**src/rtl/rb_pkg.sv**
```systemverilog
// Shared defaults and read-source encoding for the parametrised register bank.
// Imported by rb_param and rb_scoreboard.
package rb_pkg;

  localparam int RB_DATA_W   = 32;
  localparam int RB_ADDR_W   = 4;
  localparam int RB_TAP0_IDX = 10;
  localparam int RB_TAP1_IDX = 3;
  localparam int RB_TAP_W    = 8;

  typedef enum logic [1:0] {
    SRC_ZERO   = 2'd0,
    SRC_BYPASS = 2'd1,
    SRC_ARRAY  = 2'd2
  } rd_src_e;

  // Hard-wired zero beats forwarding, forwarding beats the stored value.
  function automatic rd_src_e rd_src_sel(
    input logic i_zero_r0,
    input logic i_bypass,
    input logic i_write,
    input logic i_addr_is_zero,
    input logic i_addr_hit
  );
    rd_src_e v_src;
    if (i_zero_r0 && i_addr_is_zero) begin
      v_src = SRC_ZERO;
    end else if (i_bypass && i_write && i_addr_hit) begin
      v_src = SRC_BYPASS;
    end else begin
      v_src = SRC_ARRAY;
    end
    return v_src;
  endfunction

endpackage

```
**src/rtl/rb_scoreboard.sv**
```systemverilog
// Per-register busy scoreboard: reserve sets, write clears (reserve wins),
// and a same-cycle write can hide a busy bit from the stall check when bypassing.
module rb_scoreboard import rb_pkg::*; #(
  parameter int ADDR_W  = RB_ADDR_W,
  parameter bit ZERO_R0 = 1'b0,
  parameter bit BYPASS  = 1'b1
) (
  input  logic                   clk,
  input  logic                   rst,
  input  logic                   i_enable,
  input  logic                   i_write,
  input  logic [ADDR_W-1:0]      i_rd,
  input  logic                   i_reserve,
  input  logic [ADDR_W-1:0]      i_rsv_addr,
  input  logic                   i_read,
  input  logic [ADDR_W-1:0]      i_rs,
  input  logic [ADDR_W-1:0]      i_rt,
  output logic [2**ADDR_W-1:0]   o_busy,
  output logic                   o_stall
);

  localparam int NREG = 2**ADDR_W;

  logic [NREG-1:0] r_busy;
  logic [NREG-1:0] w_wr_hit;
  logic [NREG-1:0] w_rsv_hit;
  logic [NREG-1:0] w_beff;
  logic [NREG-1:0] w_busy_nxt;

  // Decode write/reserve addresses, masking R0 when it is hard-wired.
  always_comb begin
    w_wr_hit  = '0;
    w_rsv_hit = '0;
    for (int i = 0; i < NREG; i++) begin
      if (ZERO_R0 && (ADDR_W'(i) == '0)) begin
        w_wr_hit[i]  = 1'b0;
        w_rsv_hit[i] = 1'b0;
      end else begin
        w_wr_hit[i]  = i_write && (i_rd == ADDR_W'(i));
        w_rsv_hit[i] = i_reserve && (i_rsv_addr == ADDR_W'(i));
      end
    end
  end

  // Effective busy and next-state busy.
  always_comb begin
    w_beff     = '0;
    w_busy_nxt = r_busy;
    for (int i = 0; i < NREG; i++) begin
      w_beff[i] = r_busy[i] && !(BYPASS && w_wr_hit[i]);
      if (i_enable && w_rsv_hit[i]) begin
        w_busy_nxt[i] = 1'b1;
      end else if (i_enable && w_wr_hit[i]) begin
        w_busy_nxt[i] = 1'b0;
      end else begin
        w_busy_nxt[i] = r_busy[i];
      end
    end
  end

  // Busy vector register.
  always_ff @(posedge clk or posedge rst) begin
    if (rst) begin
      r_busy <= '0;
    end else begin
      r_busy <= w_busy_nxt;
    end
  end

  assign o_busy  = r_busy;
  assign o_stall = i_enable && i_read && (w_beff[i_rs] || w_beff[i_rt]);

endmodule

```
**src/rtl/rb_param.sv**
```systemverilog
// Parametrised register bank with busy scoreboard, optional zero register,
// write-to-read forwarding and two debug taps for the board display.
module rb_param import rb_pkg::*; #(
  parameter int DATA_W   = RB_DATA_W,
  parameter int ADDR_W   = RB_ADDR_W,
  parameter bit ZERO_R0  = 1'b0,
  parameter bit BYPASS   = 1'b1,
  parameter int TAP0_IDX = RB_TAP0_IDX,
  parameter int TAP1_IDX = RB_TAP1_IDX,
  parameter int TAP_W    = RB_TAP_W
) (
  input  logic                  clk,
  input  logic                  reset_all,
  input  logic                  enable,
  input  logic                  read,
  input  logic [ADDR_W-1:0]     rs,
  input  logic [ADDR_W-1:0]     rt,
  output logic [DATA_W-1:0]     out1,
  output logic [DATA_W-1:0]     out2,
  output logic                  rd_valid,
  output logic                  rd_stall,
  input  logic                  write,
  input  logic [ADDR_W-1:0]     rd,
  input  logic [DATA_W-1:0]     in1,
  input  logic                  reserve,
  input  logic [ADDR_W-1:0]     rsv_addr,
  output logic [2**ADDR_W-1:0]  busy,
  output logic [TAP_W-1:0]      out,
  output logic [TAP_W-1:0]      outt
);

  localparam int NREG = 2**ADDR_W;

  if (TAP0_IDX < 0 || TAP0_IDX >= NREG || TAP1_IDX < 0 || TAP1_IDX >= NREG
      || TAP_W > DATA_W) begin : g_param_err
    $error("rb_param: tap index or tap width out of range");
  end

  localparam logic [ADDR_W-1:0] LP_TAP0 = ADDR_W'(TAP0_IDX);
  localparam logic [ADDR_W-1:0] LP_TAP1 = ADDR_W'(TAP1_IDX);

  logic [DATA_W-1:0] r_regs [NREG];
  logic [DATA_W-1:0] r_out1;
  logic [DATA_W-1:0] r_out2;
  logic              r_rd_valid;
  logic [DATA_W-1:0] w_rdata1;
  logic [DATA_W-1:0] w_rdata2;
  logic              w_stall;
  logic              w_wr_en;
  logic              w_rd_acc;
  rd_src_e           w_src1;
  rd_src_e           w_src2;

  rb_scoreboard #(
    .ADDR_W  (ADDR_W),
    .ZERO_R0 (ZERO_R0),
    .BYPASS  (BYPASS)
  ) u_scoreboard (
    .clk        (clk),
    .rst        (reset_all),
    .i_enable   (enable),
    .i_write    (write),
    .i_rd       (rd),
    .i_reserve  (reserve),
    .i_rsv_addr (rsv_addr),
    .i_read     (read),
    .i_rs       (rs),
    .i_rt       (rt),
    .o_busy     (busy),
    .o_stall    (w_stall)
  );

  assign w_wr_en  = enable && write && !(ZERO_R0 && (rd == '0));
  assign w_rd_acc = enable && read && !w_stall;

  // Read-source selection for both ports.
  always_comb begin
    w_src1 = rd_src_sel(ZERO_R0, BYPASS, write, (rs == '0), (rs == rd));
    w_src2 = rd_src_sel(ZERO_R0, BYPASS, write, (rt == '0), (rt == rd));
  end

  // Read data muxes.
  always_comb begin
    case (w_src1)
      SRC_ZERO:   w_rdata1 = '0;
      SRC_BYPASS: w_rdata1 = in1;
      SRC_ARRAY:  w_rdata1 = r_regs[rs];
      default:    w_rdata1 = r_regs[rs];
    endcase
    case (w_src2)
      SRC_ZERO:   w_rdata2 = '0;
      SRC_BYPASS: w_rdata2 = in1;
      SRC_ARRAY:  w_rdata2 = r_regs[rt];
      default:    w_rdata2 = r_regs[rt];
    endcase
  end

  // Storage array; every entry is cleared on reset.
  always_ff @(posedge clk or posedge reset_all) begin
    if (reset_all) begin
      for (int i = 0; i < NREG; i++) begin
        r_regs[i] <= '0;
      end
    end else if (w_wr_en) begin
      r_regs[rd] <= in1;
    end
  end

  // Registered read ports and one-shot valid.
  always_ff @(posedge clk or posedge reset_all) begin
    if (reset_all) begin
      r_out1     <= '0;
      r_out2     <= '0;
      r_rd_valid <= 1'b0;
    end else begin
      r_rd_valid <= w_rd_acc;
      if (w_rd_acc) begin
        r_out1 <= w_rdata1;
        r_out2 <= w_rdata2;
      end
    end
  end

  assign out1     = r_out1;
  assign out2     = r_out2;
  assign rd_valid = r_rd_valid;
  assign rd_stall = w_stall;
  assign out      = r_regs[LP_TAP0][TAP_W-1:0];
  assign outt     = r_regs[LP_TAP1][TAP_W-1:0];

endmodule

```
**config.mk**
```make
export PLATFORM = sky130hd
export DESIGN_NAME = rb_param
export DESIGN_NICKNAME = d
export VERILOG_FILES = /design/src/rtl/rb_pkg.sv /design/src/rtl/rb_scoreboard.sv /design/src/rtl/rb_param.sv
export SDC_FILE = /design/constraint.sdc
export NUM_CORES = 1
export LEC_CHECK = 0
export BUFFER_PORTS_ARGS = -buffer_cell sky130_fd_sc_hd__buf_2
export CORE_UTILIZATION = 35
export DETAILED_ROUTE_END_ITERATION = 16
export GPL_TIMING_DRIVEN = 0
export PLACE_DENSITY = 0.47
export SLEW_MARGIN = 15
export SYNTH_ARGS = -nofsm -noshare
export SYNTH_HDL_FRONTEND = slang
export SYNTH_SLANG_ARGS = --single-unit
```
**constraint.sdc**
```tcl
create_clock -name clk -period 41.5 [get_ports clk]
set_clock_uncertainty 0.15 [all_clocks]
set_input_delay 4.15 -clock clk [delete_from_list [all_inputs] [get_ports clk]]
set_output_delay 4.15 -clock clk [all_outputs]
set_load 0.03 [all_outputs]
```
==> impl_metrics.toml <==
[status]
outcome = "complete, but fails checks"
violations = "design-rule violations"

[detailed_routing]
viasPerCell = 5.85
drc_errors = 48
ant_nets = 0
wirelength_mm = 107
firstDrtPassIters = 11
via_count = 19625
routedWlPerCell_um = 31.8
drtIter0Drc = 1622

[grt]
grt_pass1_wl_mm = 155
grt_overflow = 0
grt_pass1_vias = 20930
grt_max_degree = 108
grt_util_all_layers = 0.240
grt_antenna_before_repair = 9

[synth]
synth_top_cell_area_share = 0.473
ys_warn_count = 0
seq_area_frac_synth = 0.473
ys_types = 49
synth_area_mm2 = 0.0314
synth_edf_count = 0
yosysMostFrequentCell = "dfrtp_1"
synth_top_cell_by_area = "dfrtp_1"
synthArstFlopShare = 1.00
synthCells = 1909
syn_nets = 1963
synth_ff_type = "dfrtp_1"
synth.avg_cell_area_um2 = 16.4
synth_common_cells = "dfrtp_1, mux2_2, mux4_2, clkbuf_1, mux2_4"
synth.area.top_cells = "dfrtp_1, mux4_2, mux2_2"
ys_ff_latch = 593

[sta]
holdWs_ns = 0.352
grt_setup_unrepaired = "no"
fmax_mhz = 90.3
setup_viol = 0
setup_slack_ns = 30.43
finalCritPeriodShare = 0.267
worst_slew_pin_slew_ns = 1.27
setup_tns_ns = 0
slew_violations = 0
slew_headroom = 0.155
period_minus_slack_ns = 11.07
finalHoldViolations = 0

[floorplan]
pin_count = 152
coreArea_mm2 = 0.0885
initial_core_util = 0.354
dieArea_mm2 = 0.0908
rows = 109
die_w_um = 301
dieHeight_um = 301

[clocking]
clk_path_buf_depth = 3
cts_root_buf = "clkbuf_16"
clock_sinks = 593
cts_setup_buffers = 0
ctsHoldBuffers = 0
cts_tree = "yes"
numCtsBuffers = 72
cts_resized = 0
clock_latency_ns = 0.61
clk_pin_slew_worst_paths_ns = 0.05
cts_htree_levels = 3

[job]
max_cap_viol_count = 0

[finish]
nets = 2190
area_growth_pct = 15.2
finish.utilization = 0.408
design_area_mm2 = 0.0361
drive_gt1_frac = 0.596

[critical_path]
critical_path_buf_inv_count = 3
required_ns = 37.20
worstSetupStartpointType = "input port"
rr_worst_depth = 9
cp-end-kind = "output pin"
cpMaxStageDelayCell = "buf_2"
crit_cells = 8
critPathKind = "in -> out"
cp_top_family = "buffers and inverters"
cp.arrival_ns = 6.77
cpPeakStageDelay_ns = 0.58
worstPathCellList = "clkbuf_1 -> buf_2 -> nand2_1 -> a311oi_1 -> nor4_1 -> nor4_1 -> nor2_1 -> buf_2"
worst-path-max-fanout = 10

[placement]
dpl_worst_slack_ns = 30.59
gp_congestion = 0.856
dp_hpwl_mm = 70.4
port_buffers = 143
dpl_cell_area_mm2 = 0.0338

[power]
cellPowerDensity_mw_per_mm2 = 53.4
leakage_nw = 15.5
ir_worst_vdd_uv = 24.6

[hold_path]
min_path_type = "reg -> reg"
hold_depth = 1
[power breakdown]
group / switching, mW / internal (mW)
sequential: 0.0919 / 0.707
clock: 0.254 / 0.380
combinational: 0.227 / 0.268
total: 0.574 / 1.36
[routing by layer]
| metal | part of all wire | global-route usage |
|---|---|---|
| met5 | 0.00016 | 0 |
| met4 | 0.037 | 0.0926 |
| met3 | 0.062 | 0.0507 |
| met2 | 0.47 | 0.376 |
| met1 | 0.43 | 0.325 |
[kinds of logic after synthesis]
kind of cell,share of synthesized area
multiplexers,0.465
flip-flops,0.473
AND/OR/NAND/NOR,0.0126
AO/OA/AOI/OAI,0.0137
XOR/XNOR,0.00223
buffers and inverters,0.0330
[path summary, 6_finish.rpt]
kind,end,from,slack [ns]
max in group asynchronous,r_regs[262],reset_all,36.48
min in group asynchronous,out2[29],reset_all,3.42
hold reg to reg,out1[21],out1[21],0.35
setup reg to reg,out2[13],u_scoreboard.o_busy[14],38.37
hold / removal,out1[21],out1[21],0.35
setup / recovery,rd_stall,rt[0],30.43
[worst register-to-register path: stages, from the launching register on]
cell	delay [ns]
dfrtp_1	0.49
inv_1	0.16
a211oi_1	0.05
a2111oi_0	0.51
nor4_1	0.11
nor4_1	0.49
and3_4	0.32
buf_12	0.21
buf_12	0.20
mux2_4	0.33
[registers in the layout (all words and copies together), names as in the netlist]
register / flops
out: 8
out1: 32
out2: 32
outt: 8
r_regs: 496
rd_valid: 1
u_scoreboard.o_busy: 16
[layout make-up]
type	instances	area, um^2
multi-input combinational	1098	15500
timing repair buffer	153	918
antenna	6	15.0
inverter	19	78.8
clock inverter	17	199
fill	8116	52400
buffer	199	986
sequential	593	14800
clock buffer	105	2130
tap	1165	1460
[metrics by stage]
stage / std cells / power (mW)
floorplan: 1909 / 1.15
global placement: 3217 / 1.29
detailed placement: 3227 / 1.31
CTS: 3349 / 1.95
global route: 3352 / 2.02
finish: 3355 / 1.93
[placed cells by master, fill, tap and decap left out, types with 6 or more instances in the layout]
cell type and count:
mux2_2 591, xor2_1 6, nand2b_1 6, clkbuf_8 10
nand2_1 22, buf_2 171, buf_4 25, mux2_4 49
inv_1 17, clkbuf_2 13, diode_2 6, a211oi_1 12
buf_1 9, clkbuf_1 138, buf_16 6, clkinv_2 9
o22ai_1 8, buf_12 6, nor2_1 14, clkbuf_16 77
a21oi_1 7, mux4_2 320, dfrtp_1 593
Note: power is estimated with default switching activity, not from simulation.
